**src/rtl/activation_unpack.sv**
```systemverilog
// activation_unpack: converts 1/5/6 sigmoid results into the 1/6/12 neuron format.
// A registered conversion stage feeds a DEPTH-entry FIFO with valid/ready on both sides.
// Optional feature: define ACT_UNPACK_SAT_EN to saturate out-of-range exponents and
// raise a sticky Overflow flag; otherwise the exponent wraps and Overflow is tied low.
module activation_unpack #(
    parameter int DEPTH      = 4,   // power of two, >= 2
    parameter int EXP_OFFSET = 16   // bias 15 -> bias 31; 0..63
) (
    input  logic                     Clock,
    input  logic                     ResetN,
    input  logic                     InValid,
    output logic                     InReady,
    input  logic                     Sign,
    input  logic [4:0]               Exponent,
    input  logic [5:0]               Mantissa,
    output logic                     OutValid,
    input  logic                     OutReady,
    output logic                     SignOut,
    output logic [5:0]               ExponentOut,
    output logic [11:0]              MantissaOut,
    output logic [$clog2(DEPTH):0]   Count,
    output logic                     Overflow
);

    localparam int PTR_W = $clog2(DEPTH);
    localparam int CNT_W = PTR_W + 1;
`ifdef ACT_UNPACK_SAT_EN
    localparam int SUM_W = 7;  // keep the carry to detect exponent overflow
`else
    localparam int SUM_W = 6;  // exponent simply wraps
`endif

    typedef struct packed {
        logic        sign;
        logic [5:0]  exp;
        logic [11:0] man;
    } word_t;

    word_t             conv_word;
    word_t             stage_word;
    logic              stage_valid;
    logic [SUM_W-1:0]  sum;
    logic              accept;
    logic              push;
    logic              pop;
    logic [PTR_W-1:0]  wr_ptr;
    logic [PTR_W-1:0]  rd_ptr;
    logic [CNT_W-1:0]  count;
    word_t             mem [DEPTH];
    word_t             head;
`ifdef ACT_UNPACK_SAT_EN
    logic              conv_sat;
`endif

    // Format conversion of the incoming word (flush-to-zero, re-bias, mantissa widen).
    always_comb begin
        sum            = SUM_W'(Exponent) + SUM_W'(EXP_OFFSET);
        conv_word.sign = Sign;
        conv_word.exp  = sum[5:0];
        conv_word.man  = {Mantissa, 6'b0};
`ifdef ACT_UNPACK_SAT_EN
        conv_sat       = 1'b0;
`endif
        if (Exponent == 5'd0) begin
            conv_word.exp = 6'd0;
            conv_word.man = 12'd0;
        end
`ifdef ACT_UNPACK_SAT_EN
        else if (sum > 7'd63) begin
            conv_word.exp = 6'h3F;
            conv_word.man = 12'hFFF;
            conv_sat      = 1'b1;
        end
`endif
    end

    // Accept only when a FIFO slot is guaranteed for both the stage word and the new one.
    assign InReady = ResetN && (({1'b0, count} + (CNT_W + 1)'(stage_valid)) < (CNT_W + 1)'(DEPTH));
    assign accept  = InValid && InReady;
    assign push    = stage_valid;
    assign pop     = OutValid && OutReady;

    // Conversion stage register; its word always moves into the FIFO on the next edge.
    always_ff @(posedge Clock or negedge ResetN) begin
        if (!ResetN) begin
            stage_valid <= 1'b0;
            stage_word  <= '0;
        end else begin
            // NOTE: sequential state uses non-blocking assignments so every register
            // samples pre-edge values regardless of statement order.
            stage_valid <= accept;
            if (accept) begin
                stage_word <= conv_word;
            end
        end
    end

    // FIFO storage write.
    // NOTE: the storage array has no reset; empty entries are never visible because the
    // outputs are masked by OutValid, and leaving it unreset keeps it a plain RAM.
    always_ff @(posedge Clock) begin
        if (push) begin
            mem[wr_ptr] <= stage_word;
        end
    end

    // FIFO pointers and occupancy; pointers wrap naturally as DEPTH is a power of two.
    always_ff @(posedge Clock or negedge ResetN) begin
        if (!ResetN) begin
            wr_ptr <= '0;
            rd_ptr <= '0;
            count  <= '0;
        end else begin
            if (push) begin
                wr_ptr <= wr_ptr + 1'b1;
            end
            if (pop) begin
                rd_ptr <= rd_ptr + 1'b1;
            end
            case ({push, pop})
                2'b10:   count <= count + 1'b1;
                2'b01:   count <= count - 1'b1;
                default: count <= count;
            endcase
        end
    end

`ifdef ACT_UNPACK_SAT_EN
    // Sticky saturation flag, set when a saturating word is captured by the stage.
    always_ff @(posedge Clock or negedge ResetN) begin
        if (!ResetN) begin
            Overflow <= 1'b0;
        end else if (accept && conv_sat) begin
            Overflow <= 1'b1;
        end
    end
`else
    assign Overflow = 1'b0;
`endif

    // Head word presented combinationally; zeros when the FIFO is empty.
    always_comb begin
        head        = mem[rd_ptr];
        OutValid    = (count != '0);
        SignOut     = 1'b0;
        ExponentOut = 6'd0;
        MantissaOut = 12'd0;
        if (OutValid) begin
            SignOut     = head.sign;
            ExponentOut = head.exp;
            MantissaOut = head.man;
        end
    end

    assign Count = count;

endmodule
```
**config.mk**
```make
export PLATFORM = sky130hd
export DESIGN_NAME = activation_unpack
export DESIGN_NICKNAME = d
export VERILOG_FILES = /design/src/rtl/activation_unpack.sv
export SDC_FILE = /design/constraint.sdc
export NUM_CORES = 1
export LEC_CHECK = 0
export ABC_AREA = 1
export BUFFER_PORTS_ARGS = -buffer_cell sky130_fd_sc_hd__buf_2
export CORE_AREA = 2 2 79 81
export DETAILED_ROUTE_END_ITERATION = 8
export DIE_AREA = 0 0 81 83
export PLACE_DENSITY = 0.75
export SLEW_MARGIN = 20
export SYNTH_ARGS = -nofsm -noshare
export SYNTH_HDL_FRONTEND = slang
export SYNTH_SLANG_ARGS = --single-unit
```
**constraint.sdc**
```tcl
create_clock -name Clock -period 2.6 [get_ports Clock]
set_input_delay 0.39 -clock Clock [delete_from_list [all_inputs] [get_ports Clock]]
set_output_delay 0.39 -clock Clock [all_outputs]
set_load 0.005 [all_outputs]
```
# --- After elaboration in Yosys (flattened, before gate mapping) ---
# Memory sizes are Yosys's and may differ from the RTL's.
# Index checks and enable logic that the tools add are counted.
word_totals:
  ramBits: 76
  input_bits: 16
  output_inout_bits: 25
  wordCells: 30
  memories: 1
  reg_bits: 27
memory_table:
  columns: ["name", "words", "width", "read_ports", "rd_clocked_by_memory_dff", "write_ports", "line", "rtl"]
  rows:
  - ["mem", 4, 19, 1, 0, 1, "49", "word_t mem [DEPTH];"]
classes:
  add_sub_neg: 6
  muxes: 7
  n_lt_le_gt_ge: 1
  n_eq_ne: 2
  reduce_logical: 6
op_table:
  columns: ["cell", "n"]
  rows:
  - ["$mux 18", 1]
  - ["$mux 12", 1]
  - ["$add 5x5->6 const B", 1]
  - ["$mux 6", 1]
  - ["$pmux 3 s2", 1]
  - ["$logic_not 5->1", 1]
  - ["$add 2x1->2 const B", 2]
  - ["$add 3x1->4", 1]
  - ["$lt 4x3->1 const B", 1]
  - ["$add 3x1->3 const B", 1]
  - ["$logic_and 1x1->1", 3]
  - ["$mux 1", 3]
  - ["$reduce_bool 3->1", 1]
  - ["$sub 3x1->3 const B", 1]
  - ["$eq 2x1->1 const B", 1]
  - ["$eq 2x2->1 const B", 1]
  - ["$reduce_bool 2->1", 1]

# --- Longest topological paths before layout ---
logic_depth:
  depth_word: 4
  mapped_depth: 11
  depth_no_buf: 11

# --- Least setup slack after synthesis ---
# No wires, ideal clock.
synth_timing:
  path_type: "reg-to-reg"
  startpoint: "register count[1], in the netlist Count[1]"
  endpoint: "register count[2], in the netlist Count[2]"
  path_buffers: 0
  required_ps: 2477
  setup_ps: 123
  path_stages_with_launch: 11
  synth_period_minus_slack_ps: 1717
  path_slack_ps: 883
  t_arrival_ps: 1594
  path_cell_list: "dfrtp_1 inv_1 nand3_2 nand2_1 inv_1 ha_1 inv_1 fa_1 nand2_1 nand3b_1 xor2_1"
synth_between:
  elab_chain_cells: 4
  elab_cells_between_ends: 8
  classes_between: "add/sub: 2; eq/ne: 2; mux: 1; reduce/logical: 3"
synth_lines:
  columns: ["element", "line", "rtl"]
  rows:
  - ["start, declared", "48", "logic [CNT_W-1:0] count;"]
  - ["start signal, assigned", "121", "2'b10: count <= count + 1'b1;"]
  - ["start signal, assigned", "122", "2'b01: count <= count - 1'b1;"]
  - ["start signal, assigned", "123", "default: count <= count;"]
  - ["$reduce_bool 3->1 *", "144", "OutValid = (count != '0);"]
  - ["via OutValid", "16", "output logic OutValid,"]
  - ["$logic_and 1x1->1 *", "81", "assign pop = OutValid && OutReady;"]
  - ["via pop", "45", "logic pop;"]
  - ["$eq 2x1->1 / $eq 2x2->1 (equally long branches)", "120", "case ({push, pop})"]
  - ["$pmux 3 s2 / $reduce_bool 2->1 (equally long branches)", null, null]
# The timed path passes the listed nets; every way through them passes the cells marked *.
# A chain may end at the register's enable or synchronous reset.

# --- Final worst setup path ---
layout_timing:
  startpoint: "register rd_ptr[0]"
  endpoint: "output ExponentOut[0]"
layout_between:
  elab_chain_cells: 2
layout_lines:
  columns: ["element", "line", "rtl"]
  rows:
  - ["start, declared", "47", "logic [PTR_W-1:0] rd_ptr;"]
  - ["start signal, assigned", "118", "rd_ptr <= rd_ptr + 1'b1;"]
  - ["$mem_v2 4x19", null, null]
  - ["$mux 6", "148", "if (OutValid) begin"]
  - ["end, declared", "19", "output logic [5:0] ExponentOut,"]
# No other way between the ends.

==> impl_metrics.toml <==
[run_status]
status = "finished clean"

[clock_tree]
cts_sinks = 73
clock_path_buffers = 2
cts_tree = "yes"
path_clk_slew_ns = 0.07
ctsResizeCount = 0
cts-root-buf = "clkbuf_8"
post_cts_buffers = 0
cts_buffers = 9
postCtsHoldBufs = 0
h-tree-depth = 3
clk-insertion-delay-late_ns = 0.32

[critical_path]
path_common_cell = "nand2_1"
critPathMaxFanout = 28
slowest_stage = "dfrtp_1"
end_kind = "primary output"
path_delay_family = "buffers and inverters"
path_cells = "buf_4 > inv_8 > nand2_1 > nand2_1 > nand2_1 > a21oi_1 > buf_2"
critPathKind = "reg -> out"
cp_num_buf_inv = 3
cpPeakStageDelay_ns = 0.36
worst_ep_arrival_time_ns = 1.69
r2r_setup_slack_ns = 0.80
crit_required_ns = 2.21
startpoint_type = "register"

[placement]
gp_congestion = 0.772
hpwl_microns = 3500
port-buffer-count = 33
dpl-instance-area_sq_um = 3290

[global_route]
grt_pass1_wl_microns = 8850
antenna_found_initial = 0
grt_usage_pct = 17.5
gr-total-overflow = 0
grt_pass1_vias = 1833
grt_max_degree = 29

[pwr]
switching_power_mw = 1.33
swShare_pct = 34.8
combPwrFrac_pct = 31.4
p_seq_share_pct = 47.9
p_leak_nw = 1.55
peakVddDrop_v = 0.000456
pwr-share-clk_pct = 20.7
power_density_nw_per_um2 = 1100
internal_power_mw = 2.50

[synth]
ys_seq_area_share_pct = 66.0
ys_ff_latch = 73
syn_inst = 288
ys_types = 22
synth_area_per_cell_sq_um = 11.0
syn_area_sq_um = 3160
yosysWarnings = 0

[sta]
period_minus_slack_ns = 2.08
setup_violations = 0
final_max_slew_viol_count = 0
period_share_pct = 79.9
worstMarginPinSlew_ns = 0.586
max_slew_margin_pct = 60.9
fin_skew_ns = 0.00577
setup_tns_ns = 0
grt_setup_unrepaired = "no"
hold_violations = 0
max_freq_mhz = 482

[routing]
first_pass_iters = 4
drtIter0Drc = 113
via_per_inst = 4.86
wl_per_cell_microns = 13.4
routed_wl_microns = 5410
ant_nets = 0
drcViolationCount = 0
vias = 1955

[cells_and_area]
drive_gt1_share_pct = 16.8
fillCellCount = 514
stdcell_area_sq_um = 3470
nets = 344
synthToLayoutAreaGrowth_pct = 9.78
antenna_cells = 0

[floorplanning]
die-area_sq_um = 6720
ios = 41
core_area_sq_um = 5820
die_y_microns = 83
rows = 28
initial_utilization_pct = 54.3
die_w_microns = 81

[worst_hold_path]
hp-class = "in -> async"

[job]
drv_cap = 0
## flip-flops by register name, indices dropped and copies added (netlist names)
register / flops
mem: 52
Count: 3
stage_word: 13
push: 1
rd_ptr: 2
wr_ptr: 2
## final timing paths
check                                                 from                         end  depth (start not counted)
worst max-delay path                 rd_ptr[0]$_DFFE_PN0P_              ExponentOut[0]                          7
worst min-delay path                                ResetN        Count[0]$_DFFE_PN0P_                          2
worst max register to register        Count[1]$_DFFE_PN0P_        Count[2]$_DFFE_PN0P_                         10
worst min register to register  stage_word[10]$_DFFE_PN0P_        mem[2][10]$_DFFE_PP_                          0
max in group asynchronous                           ResetN  stage_word[16]$_DFFE_PN0P_                          2
min in group Clock                                    Sign  stage_word[18]$_DFFE_PN0P_                          3
## worst reg2reg max path: stages (launching register included)
cell	delay [ns]
dfrtp_1	0.40
inv_1	0.10
nand3_2	0.10
nand2_1	0.11
inv_1	0.08
ha_1	0.15
inv_1	0.07
fa_1	0.38
nand2_1	0.08
nand3b_1	0.09
xor2_1	0.14
## logic make-up (layout without fill, tap and decap cells)
kind of cell	count (synthesis)	after routing	synth area share, %
DFF	73	73	66.0
adders and majority gates	6	6	2.61
xor gates and xnor gates	5	5	1.39
other	1	7	0.119
AOI/OAI and AO/OA	37	37	5.86
buffers and inverters	38	71	8.04
and+or+nand+nor	128	128	16.0
## metal layers
metal	track usage [%]	share of wire, %	vias up	routed length, microns
met1	24.4	46	910	2480
li1	-	-	992	-
met4	8.32	1.5	0	82
met3	3.04	4.4	7	238
met5	0	0	-	0
met2	26.6	48	46	2610
## power by group through the flow
stage / combinational [mW] / clock, mW / sequential [mW]
2_1_floorplan: 0.959 / 0 / 1.76
3_3_place_gp: 1.17 / 0 / 1.81
3_5_place_dp: 1.20 / 0 / 1.85
4_1_cts: 1.21 / 0.810 / 1.83
5_1_grt: 1.37 / 0.865 / 1.86
6_report: 1.20 / 0.794 / 1.83
## placed cells by master, fill, tap and decap left out
cell type / instances
clkbuf_1: 3
clkbuf_16: 1
fa_1: 1
dfrtp_1: 21
clkbuf_8: 10
buf_2: 33
nor2_1: 29
ha_1: 5
clkinv_2: 2
o21ai_0: 8
buf_4: 2
edfxtp_1: 52
conb_1: 7
inv_8: 1
nand3_1: 1
nand3b_1: 1
xnor2_1: 2
a21oi_1: 13
xor2_1: 3
nand3_2: 3
nand2_1: 94
inv_2: 3
o21ai_1: 16
inv_1: 16
## through the flow
| stage | setup WS (ns) | power, mW | utilization (%) | hold WS, ns | instances |
|---|---|---|---|---|---|
| 2_1_floorplan | 0.883 | 2.72 | - | 0.0944 | 294 |
| 3_3_place_gp | 0.874 | 2.99 | 56.5 | 0.381 | 386 |
| 3_5_place_dp | 0.782 | 3.05 | 56.5 | 0.388 | 386 |
| 4_1_cts | 0.544 | 3.85 | 59.7 | 0.0310 | 402 |
| 5_1_grt | 0.415 | 4.10 | 59.7 | 0.0507 | 402 |
| 6_report | 0.524 | 3.83 | 59.7 | 0.0350 | 402 |
## Yosys cell counts, drive strengths merged
library cell,n,share of area [%]
dfrtp,21,17
inv,20,2.6
nand2,94,11
nand3,4,1.1
nor2,29,3.4
ha,5,2.0
a21oi,13,2.1
o21ai,24,3.8
fa,1,0.63
xnor2,2,0.55
xor2,3,0.83
buf,18,5.4
nand3b,1,0.24
edfxtp,52,49
conb,1,0.12
## cell type report
class	instances	area [sq um]	area share, %
tap	75	93.8	2.70
clock inverter	2	10.0	0.288
clock buffer	14	174	5.01
timing repair buffer	35	180	5.19
inverter	20	82.6	2.38
multi-input combinational	183	842	24.3
sequential	73	2090	60.2
(Power assumes the default switching activity.)
